**src/rtl/uart_alu_cmd_seq_pkg.sv**
```systemverilog
// Shared definitions for the UART/ALU command sequencer: FSM states,
// response status codes, response length and default sync bytes.
package uart_alu_cmd_seq_pkg;

  typedef enum logic [3:0] {
    ST_IDLE    = 4'd0,
    ST_GET_OP  = 4'd1,
    ST_GET_A   = 4'd2,
    ST_GET_B   = 4'd3,
    ST_GET_CHK = 4'd4,
    ST_CHECK   = 4'd5,
    ST_EXEC    = 4'd6,
    ST_SEND    = 4'd7
  } state_t;

  localparam logic [7:0] STAT_OK      = 8'h00;
  localparam logic [7:0] STAT_BAD_CHK = 8'h01;
  localparam logic [7:0] STAT_TIMEOUT = 8'h02;

  localparam int RSP_LEN = 4;

  localparam logic [7:0] DEF_SYNC_RX = 8'hA5;
  localparam logic [7:0] DEF_SYNC_TX = 8'h5A;

endpackage

```
**src/rtl/uart_alu_cmd_seq_rsp_tx.sv**
```systemverilog
// Response serializer: latches STAT/RES on a start pulse and pushes
// SYNC_TX, STAT, RES, STAT^RES into the TX FIFO, one byte per free cycle.
module uart_alu_cmd_seq_rsp_tx
  import uart_alu_cmd_seq_pkg::*;
#(
  parameter int                   DATA_BITS = 8,
  parameter logic [DATA_BITS-1:0] SYNC_TX   = DATA_BITS'(DEF_SYNC_TX)
) (
  input  logic                 i_clk,
  input  logic                 i_reset,
  input  logic                 i_start,
  input  logic [DATA_BITS-1:0] i_stat,
  input  logic [DATA_BITS-1:0] i_res,
  input  logic                 i_tx_full,
  output logic [DATA_BITS-1:0] o_w_data,
  output logic                 o_wr_uart,
  output logic                 o_done
);

  logic                 r_active;
  logic [1:0]           r_idx;
  logic [DATA_BITS-1:0] r_stat;
  logic [DATA_BITS-1:0] r_res;
  logic                 w_push;
  logic                 w_last;

  // Handshake: a byte is written on the edge where o_wr_uart is high;
  // o_wr_uart is only raised while the TX FIFO reports room.
  assign w_push    = r_active && !i_tx_full;
  assign w_last    = (r_idx == 2'(RSP_LEN - 1));
  assign o_wr_uart = w_push;
  assign o_done    = w_push && w_last;

  always_ff @(posedge i_clk or negedge i_reset) begin
    if (!i_reset) begin
      r_active <= 1'b0;
      r_idx    <= 2'd0;
      r_stat   <= '0;
      r_res    <= '0;
    end else if (i_start && !r_active) begin
      r_active <= 1'b1;
      r_idx    <= 2'd0;
      r_stat   <= i_stat;
      r_res    <= i_res;
    end else if (w_push) begin
      if (w_last) begin
        r_active <= 1'b0;
        r_idx    <= 2'd0;
      end else begin
        r_idx <= r_idx + 2'd1;
      end
    end
  end

  always_comb begin
    o_w_data = '0;
    if (r_active) begin
      case (r_idx)
        2'd0:    o_w_data = SYNC_TX;
        2'd1:    o_w_data = r_stat;
        2'd2:    o_w_data = r_res;
        default: o_w_data = r_stat ^ r_res;
      endcase
    end
  end

endmodule

```
**src/rtl/uart_alu_cmd_seq.sv**
```systemverilog
// Framed command sequencer between the UART FIFOs and a combinational ALU:
// parses A5/OPC/A/B/CHK frames, commits operands and answers with a 4-byte status frame.
module uart_alu_cmd_seq
  import uart_alu_cmd_seq_pkg::*;
#(
  parameter int                   DATA_BITS   = 8,
  parameter int                   OPCODE_BITS = 6,
  parameter logic [DATA_BITS-1:0] SYNC_RX     = DATA_BITS'(DEF_SYNC_RX),
  parameter logic [DATA_BITS-1:0] SYNC_TX     = DATA_BITS'(DEF_SYNC_TX),
  parameter int                   TIMEOUT_CYC = 1000000
) (
  input  logic                   i_clk,
  input  logic                   i_reset,
  input  logic                   i_rx_empty,
  input  logic [DATA_BITS-1:0]   i_r_data,
  output logic                   o_rd_uart,
  input  logic                   i_tx_full,
  output logic [DATA_BITS-1:0]   o_w_data,
  output logic                   o_wr_uart,
  input  logic [DATA_BITS-1:0]   i_result_data,
  output logic [DATA_BITS-1:0]   o_op_a,
  output logic [DATA_BITS-1:0]   o_op_b,
  output logic [OPCODE_BITS-1:0] o_op_code,
  output logic                   o_busy,
  output logic                   o_frame_ok,
  output logic                   o_frame_err,
  output logic [3:0]             o_dbg_state
);

  localparam int TMR_W = $clog2(TIMEOUT_CYC + 1);

  state_t                 r_state;
  logic [DATA_BITS-1:0]   r_sh_op;
  logic [DATA_BITS-1:0]   r_sh_a;
  logic [DATA_BITS-1:0]   r_sh_b;
  logic [DATA_BITS-1:0]   r_sh_chk;
  logic [TMR_W-1:0]       r_timer;
  logic [DATA_BITS-1:0]   r_op_a;
  logic [DATA_BITS-1:0]   r_op_b;
  logic [OPCODE_BITS-1:0] r_op_code;
  logic                   r_frame_ok;
  logic                   r_frame_err;

  logic                   w_in_get;
  logic                   w_pop;
  logic                   w_to_hit;
  logic                   w_chk_ok;
  logic                   w_tx_start;
  logic [DATA_BITS-1:0]   w_tx_stat;
  logic [DATA_BITS-1:0]   w_tx_res;
  logic                   w_tx_done;

  assign w_in_get = (r_state inside {ST_GET_OP, ST_GET_A, ST_GET_B, ST_GET_CHK});
  assign w_pop    = (w_in_get || (r_state == ST_IDLE)) && !i_rx_empty;
  assign w_to_hit = w_in_get && !w_pop && (r_timer == TMR_W'(TIMEOUT_CYC - 1));
  assign w_chk_ok = ((r_sh_op ^ r_sh_a ^ r_sh_b) == r_sh_chk);

  // Handshake: the RX head byte is consumed on the edge where o_rd_uart is high.
  assign o_rd_uart   = w_pop && i_reset;
  assign o_op_a      = r_op_a;
  assign o_op_b      = r_op_b;
  assign o_op_code   = r_op_code;
  assign o_frame_ok  = r_frame_ok;
  assign o_frame_err = r_frame_err;
  assign o_busy      = (r_state != ST_IDLE);
  assign o_dbg_state = r_state;

  // The serializer is kicked in the cycle the response content is known,
  // so its first push lands on the following cycle.
  always_comb begin
    w_tx_start = 1'b0;
    w_tx_stat  = '0;
    w_tx_res   = '0;
    if (r_state == ST_EXEC) begin
      w_tx_start = 1'b1;
      w_tx_stat  = DATA_BITS'(STAT_OK);
      w_tx_res   = i_result_data;
    end else if ((r_state == ST_CHECK) && !w_chk_ok) begin
      w_tx_start = 1'b1;
      w_tx_stat  = DATA_BITS'(STAT_BAD_CHK);
    end else if (w_to_hit) begin
      w_tx_start = 1'b1;
      w_tx_stat  = DATA_BITS'(STAT_TIMEOUT);
    end
  end

  always_ff @(posedge i_clk or negedge i_reset) begin
    if (!i_reset) begin
      r_state     <= ST_IDLE;
      r_sh_op     <= '0;
      r_sh_a      <= '0;
      r_sh_b      <= '0;
      r_sh_chk    <= '0;
      r_timer     <= '0;
      r_op_a      <= '0;
      r_op_b      <= '0;
      r_op_code   <= '0;
      r_frame_ok  <= 1'b0;
      r_frame_err <= 1'b0;
    end else begin
      r_frame_ok  <= 1'b0;
      r_frame_err <= 1'b0;

      if (w_in_get && !w_pop && !w_to_hit) begin
        r_timer <= r_timer + TMR_W'(1);
      end else begin
        r_timer <= '0;
      end

      if (w_to_hit) begin
        r_state     <= ST_SEND;
        r_frame_err <= 1'b1;
      end else begin
        case (r_state)
          ST_IDLE: begin
            if (w_pop && (i_r_data == SYNC_RX)) r_state <= ST_GET_OP;
          end
          ST_GET_OP: begin
            if (w_pop) begin
              r_sh_op <= i_r_data;
              r_state <= ST_GET_A;
            end
          end
          ST_GET_A: begin
            if (w_pop) begin
              r_sh_a  <= i_r_data;
              r_state <= ST_GET_B;
            end
          end
          ST_GET_B: begin
            if (w_pop) begin
              r_sh_b  <= i_r_data;
              r_state <= ST_GET_CHK;
            end
          end
          ST_GET_CHK: begin
            if (w_pop) begin
              r_sh_chk <= i_r_data;
              r_state  <= ST_CHECK;
            end
          end
          ST_CHECK: begin
            if (w_chk_ok) begin
              r_op_a     <= r_sh_a;
              r_op_b     <= r_sh_b;
              r_op_code  <= r_sh_op[OPCODE_BITS-1:0];
              r_frame_ok <= 1'b1;
              r_state    <= ST_EXEC;
            end else begin
              r_frame_err <= 1'b1;
              r_state     <= ST_SEND;
            end
          end
          ST_EXEC: r_state <= ST_SEND;
          ST_SEND: begin
            if (w_tx_done) r_state <= ST_IDLE;
          end
          default: r_state <= ST_IDLE;
        endcase
      end
    end
  end

  uart_alu_cmd_seq_rsp_tx #(
    .DATA_BITS (DATA_BITS),
    .SYNC_TX   (SYNC_TX)
  ) u_rsp_tx (
    .i_clk     (i_clk),
    .i_reset   (i_reset),
    .i_start   (w_tx_start),
    .i_stat    (w_tx_stat),
    .i_res     (w_tx_res),
    .i_tx_full (i_tx_full),
    .o_w_data  (o_w_data),
    .o_wr_uart (o_wr_uart),
    .o_done    (w_tx_done)
  );

endmodule
```
**config.mk**
```make
export PLATFORM = sky130hd
export DESIGN_NAME = uart_alu_cmd_seq
export DESIGN_NICKNAME = d
export VERILOG_FILES = /design/src/rtl/uart_alu_cmd_seq_pkg.sv /design/src/rtl/uart_alu_cmd_seq_rsp_tx.sv /design/src/rtl/uart_alu_cmd_seq.sv
export SDC_FILE = /design/constraint.sdc
export NUM_CORES = 1
export LEC_CHECK = 0
export ABC_CLOCK_PERIOD_IN_PS = 3800
export BUFFER_PORTS_ARGS = -buffer_cell sky130_fd_sc_hd__buf_2
export CORE_ASPECT_RATIO = 0.7
export CORE_UTILIZATION = 40
export DETAILED_ROUTE_END_ITERATION = 8
export GPL_ROUTABILITY_DRIVEN = 0
export PLACE_DENSITY = 0.6
export REMOVE_ABC_BUFFERS = 1
export SLEW_MARGIN = 20
export SYNTH_ARGS = -nofsm -noshare
export SYNTH_HDL_FRONTEND = slang
export SYNTH_SLANG_ARGS = --single-unit
```
**constraint.sdc**
```tcl
create_clock -name i_clk -period 3.8 [get_ports i_clk]
set_input_delay 0.19 -clock i_clk [delete_from_list [all_inputs] [get_ports i_clk]]
set_output_delay 0.19 -clock i_clk [all_outputs]
set_load 0.1 [all_outputs]
```
* Word-level counts from Yosys, hierarchy flattened
Index checks and enable logic that the tools add are counted.
** Storage, ports and cells
- Flip-flop bits (word level) :: 99
- Output and inout port bits :: 39
- Word-level logic and storage cells :: 101
** Cells by class
- Add/sub/neg operators :: 2
- Equality and inequality tests :: 19
- Muxes and demuxes :: 31
- Bitwise logic cells :: 4
- Reduce and logical (&&, ||, !) cells :: 30
** Operators by type and width (number)
- 4-bit one-hot mux with 8 select lines :: 1
- 4-bit two-way mux :: 7
- 8-bit one-hot mux with 3 select lines :: 1
- 8-bit XOR :: 3
- 20-bit by 1-bit adder with 20-bit output (second input constant) :: 1
- 20-bit == test (second input constant) :: 1
- 20-bit two-way mux :: 1
- 4-bit by 3-bit == test with 1-bit output (second input constant) :: 4
- 8-bit two-way mux :: 2
- 3-bit AND reduction :: 5
- 1-bit two-way mux :: 13
- 2-bit two-way mux :: 6
- 3-bit != test (second input constant) :: 4
- 1-bit logical AND :: 10
- 4-bit by 2-bit == test with 1-bit output (second input constant) :: 2
- 8-bit == test :: 1
- 8-bit == test (second input constant) :: 1
- 4-bit nonzero test :: 2
- 1-bit logical NOT :: 6
- 3-bit by 2-bit != test with 1-bit output (second input constant) :: 2
- 6-bit AND reduction :: 1
- 2-bit == test (second input constant) :: 2
- 4-bit by 1-bit == test with 1-bit output (second input constant) :: 1
- 4-bit logical NOT :: 1
- 7 further kinds :: 8

* Depth between registers and ports, before layout
Gate-level depths: netlist (run 1).
- Word-level depth :: 13
- Mapped depth :: 8
- Depth with buffers taken out :: 7

* By module
Synthesis (run 1) repeated with hierarchy kept, for this count alone.
** Second synthesis, totals
- Cell total of the unflattened synthesis :: 372
- Area, all modules :: 4684.5 µm²
** Modules (own cells, without submodules)
- uart_alu_cmd_seq :: times used 1, cells each 286, area each 3604.7 µm², seq. area each 1976.9 µm²
- uart_alu_cmd_seq_rsp_tx :: times used 1, cells each 86, area each 1079.8 µm², seq. area each 475.5 µm²

* Worst setup path after synthesis (run 1)
Ideal clock, no wire load.
- Path type :: reg-to-output
- Start :: reg u_rsp_tx.r_idx[0]
- End :: out o_w_data[1]
- Arrival :: 3.112 ns
- Required time :: 3.610 ns
- Slack :: 0.498 ns
- Stages on the path, launching flop included :: 5
- Path through :: dfrtp_1 inv_1 ha_1 a211oi_1 a221oi_1
** On the way
- Longest elaborated chain between the ends :: 3
** Ends and longest elaborated chain
- start, declared :: line uart_alu_cmd_seq_rsp_tx.sv:21 : logic [1:0] r_idx;
- start signal, assigned :: line uart_alu_cmd_seq_rsp_tx.sv:50 : r_idx <= r_idx + 2'd1;
- 2-bit == test, or another cell as far along :: line uart_alu_cmd_seq_rsp_tx.sv:58 : case (r_idx)
- 8-bit one-hot mux with 3 select lines (*) :: line uart_alu_cmd_seq_rsp_tx.sv:58
- 8-bit two-way mux (*) :: line uart_alu_cmd_seq_rsp_tx.sv:57 : if (r_active) begin
- end, declared :: line uart_alu_cmd_seq.sv:18 : output logic [DATA_BITS-1:0] o_w_data,
Every way passes the cells marked *; elsewhere a longest branch is shown, timed or not.

* Worst setup path in the final report (run 1)
- Start :: reg r_sh_b[6]
- End :: reg r_op_a[6], in the netlist o_op_a[6]
** On the way
- Longest elaborated chain between the ends :: 3
** Ends and longest elaborated chain
- start, declared :: line uart_alu_cmd_seq.sv:35 : logic [DATA_BITS-1:0] r_sh_b;
- start signal, assigned :: line uart_alu_cmd_seq.sv:132 : r_sh_b <= i_r_data;
- 8-bit XOR :: line uart_alu_cmd_seq.sv:56 : assign w_chk_ok = ((r_sh_op ^ r_sh_a ^ r_sh_b) == r_sh_chk);
- 8-bit == test :: line uart_alu_cmd_seq.sv:56
- 3-bit AND reduction (no line)
- end signal, assigned :: line uart_alu_cmd_seq.sv:144 : r_op_a <= r_sh_a;
- end, declared :: line uart_alu_cmd_seq.sv:38 : logic [DATA_BITS-1:0] r_op_a;
Every way passes these cells.
A chain may end at the register's enable or synchronous reset.

==> out/summary.md, run 1 <==
The flow ran to the end, but the final reports show violations. The final reports fail on DRC. The count of hold-fix buffers inserted at cts is 1, and the highest cell delay on the worst timing path is 0.48 ns. Element type at the critical path end: a flop.

In this run, synthesis produced a sequential element count of 92. The chip height is 88.58 µm, and the fraction of registers with async set/reset is 1.000. Setup repair after global routing left no endpoint under its margin.

Data arrives at the worst endpoint at 2.67 ns. The run gives 5.874 mm as the half-perimeter wire length of the detailed placement result. The logs give 0 for the number of endpoints failing setup at the final stage and 64 for the largest net degree at the start of global routing. The number of enable-type register cells in the synthesized netlist is 0. The total grt overflow is 0. The tightest min-delay check is of the in -> reg type.

The average detailed-routed wire length per instance is 15.49 µm, and the count of unique library cells instantiated by Yosys is 48. By area the synthesized netlist is led by sky130_fd_sc_hd__dfrtp_1 54%, sky130_fd_sc_hd__mux2_2 13%, sky130_fd_sc_hd__xnor2_1 5.7%, sky130_fd_sc_hd__nor2_1 2.9%, sky130_fd_sc_hd__xor2_1 2.5%. After clock tree synthesis, the clock-pin slew on the worst setup and hold paths is 0.06 ns.

After clock tree synthesis, the setup repair step added 0 buffers. For the post-detailed-route DRC marker count, the log shows 3. The overall global routing resource usage is 0.1625. After synthesis, the mean cell area works out to 12.17 µm². Max-cap violations in this run came to 0.

The worst max-slew margin expressed relative to the limit was 0.2783. The logs give 0.008656 ns for the worst clock skew and 0 for the total count of hold-check failures in the final report. Share of the synthesized area in the top cell type: 0.5375. The worst setup path is of the reg -> reg kind. Cell family with the largest share of critical-path delay: simple AND/OR/NAND/NOR gates.

Compared with the post-synthesis result, the final layout area differs by 15.54%. Leaving out fill and tap cells, the most frequent cells in the layout are 92 x sky130_fd_sc_hd__dfrtp_1, 56 x sky130_fd_sc_hd__buf_2, 50 x sky130_fd_sc_hd__mux2_2, 33 x sky130_fd_sc_hd__nor2_1, 28 x sky130_fd_sc_hd__xnor2_1. The clock net in this run drives a total of 92 sinks. The logs give 0 for the initial antenna violation count and 13.96 mm for the wire length of the first global-routing pass.

The mapped netlist covers 4283 µm². The post-route fraction of the period consumed by the critical path was 0.6435; the clock buffer count from CTS was 9. At the later pin of the worst-skew pair, clock insertion delay measures 0.34 ns. The number of global-route vias before repair was 2,786; the largest fanout of any net on the critical path was 17. Number of fill cells in the layout: 958. The logs give 31 for the row count and 0 ns for the accumulated negative setup slack. For this run, the leading register cell type out of synthesis is sky130_fd_sc_hd__dfrtp_1.

Data on the critical path is required at its endpoint by 4.02 ns. Timing would allow up to 0.4090 GHz. Synthesis produced a netlist whose cell count is 352. The run gives 0 as the max-slew violation count. The tools report the starting utilization of the core area as 0.4120. Detailed routing inserted a total of 2,814 vias.

The number of buffer and inverter instances along the worst setup path is 1, and the floorplan core area is 10,400 µm². After the last flow step, the layout net total stands at 438. The sequential fraction of the synthesis area was 0.5375; the mean number of vias per cell was 5.116. In this run, post-CTS repair resized a total of 0 instances. The critical path goes through xor2_1, xnor2_1, nor4_1, and4_1, buf_4, mux2_2.

Counting I/O delays and the setup requirement, the final critical path takes 2.445 ns. The run gives 3 as the H-tree level count. The total iterations of the first detailed-routing run is 6, and the sequential standard cell area is 2302 µm². TritonCTS built the clock tree. The run gives 59 as the boundary pin count. Leaving out fill and tap cells, the most frequent cell in the layout is sky130_fd_sc_hd__dfrtp_1. At the pin with the least slew margin, the transition time is 1.080 ns. The tools report the type of element launching the critical path as a flop.

The proportion of layout cells with a drive suffix above 1 is 0.3182, and the number of DRC markers after the initial detailed-route iteration is 148. The run gives 0 as the number of warnings issued by yosys. Slowest library cell on the worst path: sky130_fd_sc_hd__and4_1. The count of nets left with antenna violations once routing finished came out at 0. The number of port buffers is 57. The largest total area in the synthesized netlist belongs to sky130_fd_sc_hd__dfrtp_1. Antenna diode instance count: 0. The total routed wirelength was 8.522 mm. The root buffer cell chosen for the clock tree is sky130_fd_sc_hd__clkbuf_16. The clock passes through at most 2 buffers. Overall die width: 125.7 µm. The multi-input combinational cells in the finished layout cover a total of 1869 µm². The die covers 11,130 µm².
worst paths after layout:
| kind | from | end | slack, ns | cells after the start |
|---|---|---|---|---|
| setup / recovery | r_sh_b[6] | o_op_a[6] | 1.35 | 6 |
| hold / removal | i_result_data[4] | u_rsp_tx.r_res[4] | 0.07 | 2 |
| setup reg to reg | r_sh_b[6] | o_op_a[6] | 1.35 | 6 |
| hold reg to reg | o_op_a[7] | o_op_a[7] | 0.48 | 1 |
| max in group asynchronous | i_reset | r_timer[2] | 2.33 | 3 |
| min in group asynchronous | i_reset | r_sh_b[7] | 0.32 | 2 |
cell usage after synthesis (2+ instances only):
cell,instances
sky130_fd_sc_hd__dfrtp_1,92
sky130_fd_sc_hd__mux2_2,50
sky130_fd_sc_hd__nor2_1,33
sky130_fd_sc_hd__xnor2_1,28
sky130_fd_sc_hd__a21oi_1,15
sky130_fd_sc_hd__nand2_1,14
sky130_fd_sc_hd__nand3_1,12
sky130_fd_sc_hd__xor2_1,12
sky130_fd_sc_hd__a32o_1,8
sky130_fd_sc_hd__o21ai_0,7
sky130_fd_sc_hd__or3_1,6
sky130_fd_sc_hd__and3_1,5
sky130_fd_sc_hd__ha_1,5
sky130_fd_sc_hd__inv_1,5
sky130_fd_sc_hd__and2_1,4
sky130_fd_sc_hd__mux2_1,4
sky130_fd_sc_hd__nor2b_1,4
sky130_fd_sc_hd__nor3_1,4
sky130_fd_sc_hd__buf_2,3
sky130_fd_sc_hd__clkbuf_1,3
sky130_fd_sc_hd__a211oi_1,2
sky130_fd_sc_hd__a221oi_1,2
sky130_fd_sc_hd__and4_1,2
sky130_fd_sc_hd__buf_12,2
sky130_fd_sc_hd__nand2b_1,2
sky130_fd_sc_hd__nand4_1,2
sky130_fd_sc_hd__nor4_1,2
sky130_fd_sc_hd__nor4b_2,2
sky130_fd_sc_hd__nor4bb_1,2
sky130_fd_sc_hd__o32ai_1,2
through the flow:
stage               setup slack [ns]  utilization  instances  instance area [µm²]  hold WS, ns
floorplan                     0.4981            -        341                 4194      -0.1056
global placement               1.370       0.4492        533                 4669       0.1423
detailed placement             1.306       0.4492        533                 4669       0.1471
CTS                            1.298       0.4760        550                 4949      0.06513
global route                   1.128       0.4760        550                 4949      0.06592
finish                         1.355       0.4760        550                 4949      0.06687
cell families after synthesis:
group	count (synthesis)	share of synthesized area
compound gates	41	0.06778
xor+xnor	40	0.08180
fa+ha+maj	5	0.01461
buf+inv	17	0.02600
flops	92	0.5375
mux	55	0.1443
other cells	1	0.0008756
simple gates	101	0.1271
layer usage:
layer | vias to the layer above | part of all wire | global-route usage
met5 | - | 0 | 0
met4 | 0 | 0.010 | 0.05432
met3 | 8 | 0.047 | 0.04958
met2 | 53 | 0.44 | 0.2439
met1 | 1387 | 0.50 | 0.2251
li1 | 1366 | - | -
sequential cells by signal, indices dropped and copies added (netlist names):
register	cells
o_dbg_state	3
o_frame_err	1
o_frame_ok	1
o_op_a	8
o_op_b	8
o_op_code	6
r_sh_a	8
r_sh_b	8
r_sh_chk	8
r_sh_op	8
r_timer	20
u_rsp_tx.r_active	1
u_rsp_tx.r_idx	2
u_rsp_tx.r_res	8
u_rsp_tx.r_stat	2
worst register-to-register path: cells and delay by family (launching register included):
family,cells,cell delay (ns)
DFF,1,0.40
xor gates and xnor gates,2,0.31
muxes,1,0.37
buffers and inverters,1,0.33
and+or+nand+nor,2,0.93
final cells by class:
cell class | instances | share of cell area
clock buffer | 9 | 0.04551
tap | 132 | 0.03338
sequential | 92 | 0.4652
clock inverter | 7 | 0.008850
inverter | 6 | 0.004551
multi-input combinational | 243 | 0.3777
timing repair buffer | 61 | 0.06473
Power of run 1 is left out: the tool's default activity adds up to more than one toggle a clock period on the data nets, which glitch-free logic cannot reach.
==> run 2, diff against run 1 <==
--- a/config.mk
+++ b/config.mk
@@ -5,7 +5,7 @@
 export SDC_FILE = /design/constraint.sdc
 export NUM_CORES = 1
 export LEC_CHECK = 0
-export ABC_CLOCK_PERIOD_IN_PS = 3800
+export ABC_CLOCK_PERIOD_IN_PS = 2350
 export BUFFER_PORTS_ARGS = -buffer_cell sky130_fd_sc_hd__buf_2
 export CORE_ASPECT_RATIO = 0.7
 export CORE_UTILIZATION = 40
==> constraint.sdc (replaced) <==
create_clock -name i_clk -period 2.35 [get_ports i_clk]
set_input_delay 0.1175 -clock i_clk [delete_from_list [all_inputs] [get_ports i_clk]]
set_output_delay 0.1175 -clock i_clk [all_outputs]
set_load 0.1 [all_outputs]
==> run 2 against run 1 <==
The run still ends with DRC left. Flip-flop and latch count did not move. Critical endpoint is now o_op_a[3]. Sequential share of layout area is 2.0 points lower. Worst setup slack lost 1.1 ns.
==> out/summary.md, run 2 (same netlist as run 1, synthesis figures left out) <==
Dividing the detail-routed wire length by the instance count gives 14.96 µm. The logs give 2,870 for the routed via count and 0 for the total count of hold-check failures in the final report. The chip height came out at 88.58 µm. The tools report the element type at the critical path end as a flop. By startpoint and endpoint, the worst setup path is classified as reg -> reg. Proportion of layout cells with a drive suffix above 1: 0.3386. At the later pin of the worst-skew pair, clock insertion delay measures 0.35 ns.

Setup repair after global routing left no endpoint under its margin. The boundary pin count is 59, and the total grt overflow is 0. Max-slew violation count: 0. The total iterations of the first detailed-routing run was 6. The largest net degree at the start of global routing was 93. During placement, the flow inserted port buffers numbering 57. The overall die width works out to 125.7 µm.

The run gives 2.58 ns as the worst endpoint required time. Counting every sink on the clock net gives 92. Max-cap violations in this run came to 0.

The tools report the antenna diode instance count as 0. The starting utilization of the core area came out at 0.4120. The floorplan core area is 10,400 µm². The final cell utilization of the core is 0.4970, and the total number of nets in the final design is 460. The maximum operating frequency is 0.4728 GHz, and the post-detailed-route DRC marker count is 3.

In this run the clock root is driven by a sky130_fd_sc_hd__clkbuf_16. The overall global routing resource usage was 0.1656. Most common cell after layout, fill and taps aside: sky130_fd_sc_hd__dfrtp_1. The checks that failed: DRC.

For the final database, setup skew stands at 0.009187 ns. The number of DRC markers after the initial detailed-route iteration was 153; the largest fanout of any net on the critical path was 14. The register with the most flip-flops in the layout has 20 of them. For the clock buffer count from CTS, the log shows 9.

The tools report the die footprint as 11,130 µm². The half-perimeter wire length of the detailed placement result was 6.071 mm; the arrival time at the worst endpoint was 2.34 ns. The count of nets left with antenna violations once routing finished came out at 0. Setup violations remaining at the end of the flow were counted as 0. Path class of the lowest-slack min-delay path: in -> reg.

Global-route layer with the greatest usage: met2. Clock-pin slew was measured on the worst setup and hold paths at 0.06 ns. Relative to the synthesized area, the layout overhead comes to 20.63%. For the number of global-route vias before repair, the log shows 2,793. Counting along the longest clock path gives a buffer depth of 2.

The clock period minus final worst setup slack came out at 2.115 ns. The met3 demand-to-capacity share in global routing was 0.04293. After detailed routing, the number of vias per cell comes to 5.017. The worst setup path is launched from a flop. The initial antenna violation count was 0; the H-tree level count was 3. The run finished, with violations left. The global routing usage on met1 came out at 0.2243. The library cells used most frequently in the layout, excluding fill and tap cells, are 92 x sky130_fd_sc_hd__dfrtp_1, 56 x sky130_fd_sc_hd__buf_2, 50 x sky130_fd_sc_hd__mux2_2, 33 x sky130_fd_sc_hd__nor2_1, 28 x sky130_fd_sc_hd__xnor2_1. Number of fill cells in the layout: 963. The final worst-path setup slack was 0.2347 ns. The first global-routing pass estimated 14.12 mm of wire. Post-route fraction of the period consumed by the critical path: 0.9001.

The placement-stage worst setup slack was 0.2116 ns; the post-CTS setup buffer count was 0. The row count is 31. The routing usage on met2 was 0.2581. The routed design has 8.559 mm of wire. TritonCTS built the clock tree.

The register with the most flip-flops in the final layout is r_timer.
run 2: cell type report:
class	instances	area, µm²	share of cell area
Tap cell	132	165.2	0.03197
Multi-Input combinational cell	243	1876	0.3630
Inverter	6	22.52	0.004359
Clock buffer	9	225.2	0.04359
Clock inverter	7	60.06	0.01163
Timing Repair Buffer	83	515.5	0.09978
Sequential cell	92	2302	0.4456
run 2: routing by layer:
metal / part of all wire / vias to the layer above
met5: 0 / -
met4: 0.014 / 0
met3: 0.031 / 10
met2: 0.45 / 39
met1: 0.51 / 1408
li1: - / 1413
run 2: through the flow:
step	TNS (ns)	cells	hold WS (ns)	area, µm²
3_5_place_dp	0	548	0.2519	4795
3_3_place_gp	0	548	0.2522	4795
6_report	0	572	0.01450	5166
4_1_cts	0	572	0.006089	5160
5_1_grt	0	572	0.03130	5166
2_1_floorplan	-24.03	341	-0.1781	4194
run 2: final timing paths:
kind | end | slack [ns] | from | depth (start not counted)
min in group asynchronous | o_op_b[4] | 0.40 | i_reset | 3
max reg2reg | o_op_a[3] | 0.23 | r_sh_b[6] | 7
min | u_rsp_tx.r_res[0] | 0.01 | i_result_data[0] | 2
max in group asynchronous | o_dbg_state[1] | 1.56 | i_reset | 3
max | o_op_a[3] | 0.23 | r_sh_b[6] | 7
min reg2reg | o_op_a[7] | 0.48 | o_op_a[7] | 1
run 2: repair_timing:
item | in CTS | in global routing
hold buffers | 8 | 0
hold endpoints to repair | 99 | 0
gates resized for setup | 0 | 1
endpoints found under the setup margin | 0 | 15
run 2: critical path: stages, from the launching register on:
cell,delay (ns)
sky130_fd_sc_hd__dfrtp_1,0.40
sky130_fd_sc_hd__xor2_1,0.18
sky130_fd_sc_hd__xnor2_1,0.13
sky130_fd_sc_hd__nor4_1,0.33
sky130_fd_sc_hd__buf_4,0.17
sky130_fd_sc_hd__and4_1,0.20
sky130_fd_sc_hd__buf_4,0.23
sky130_fd_sc_hd__mux2_2,0.36
Power of run 2 is left out for the same reason.
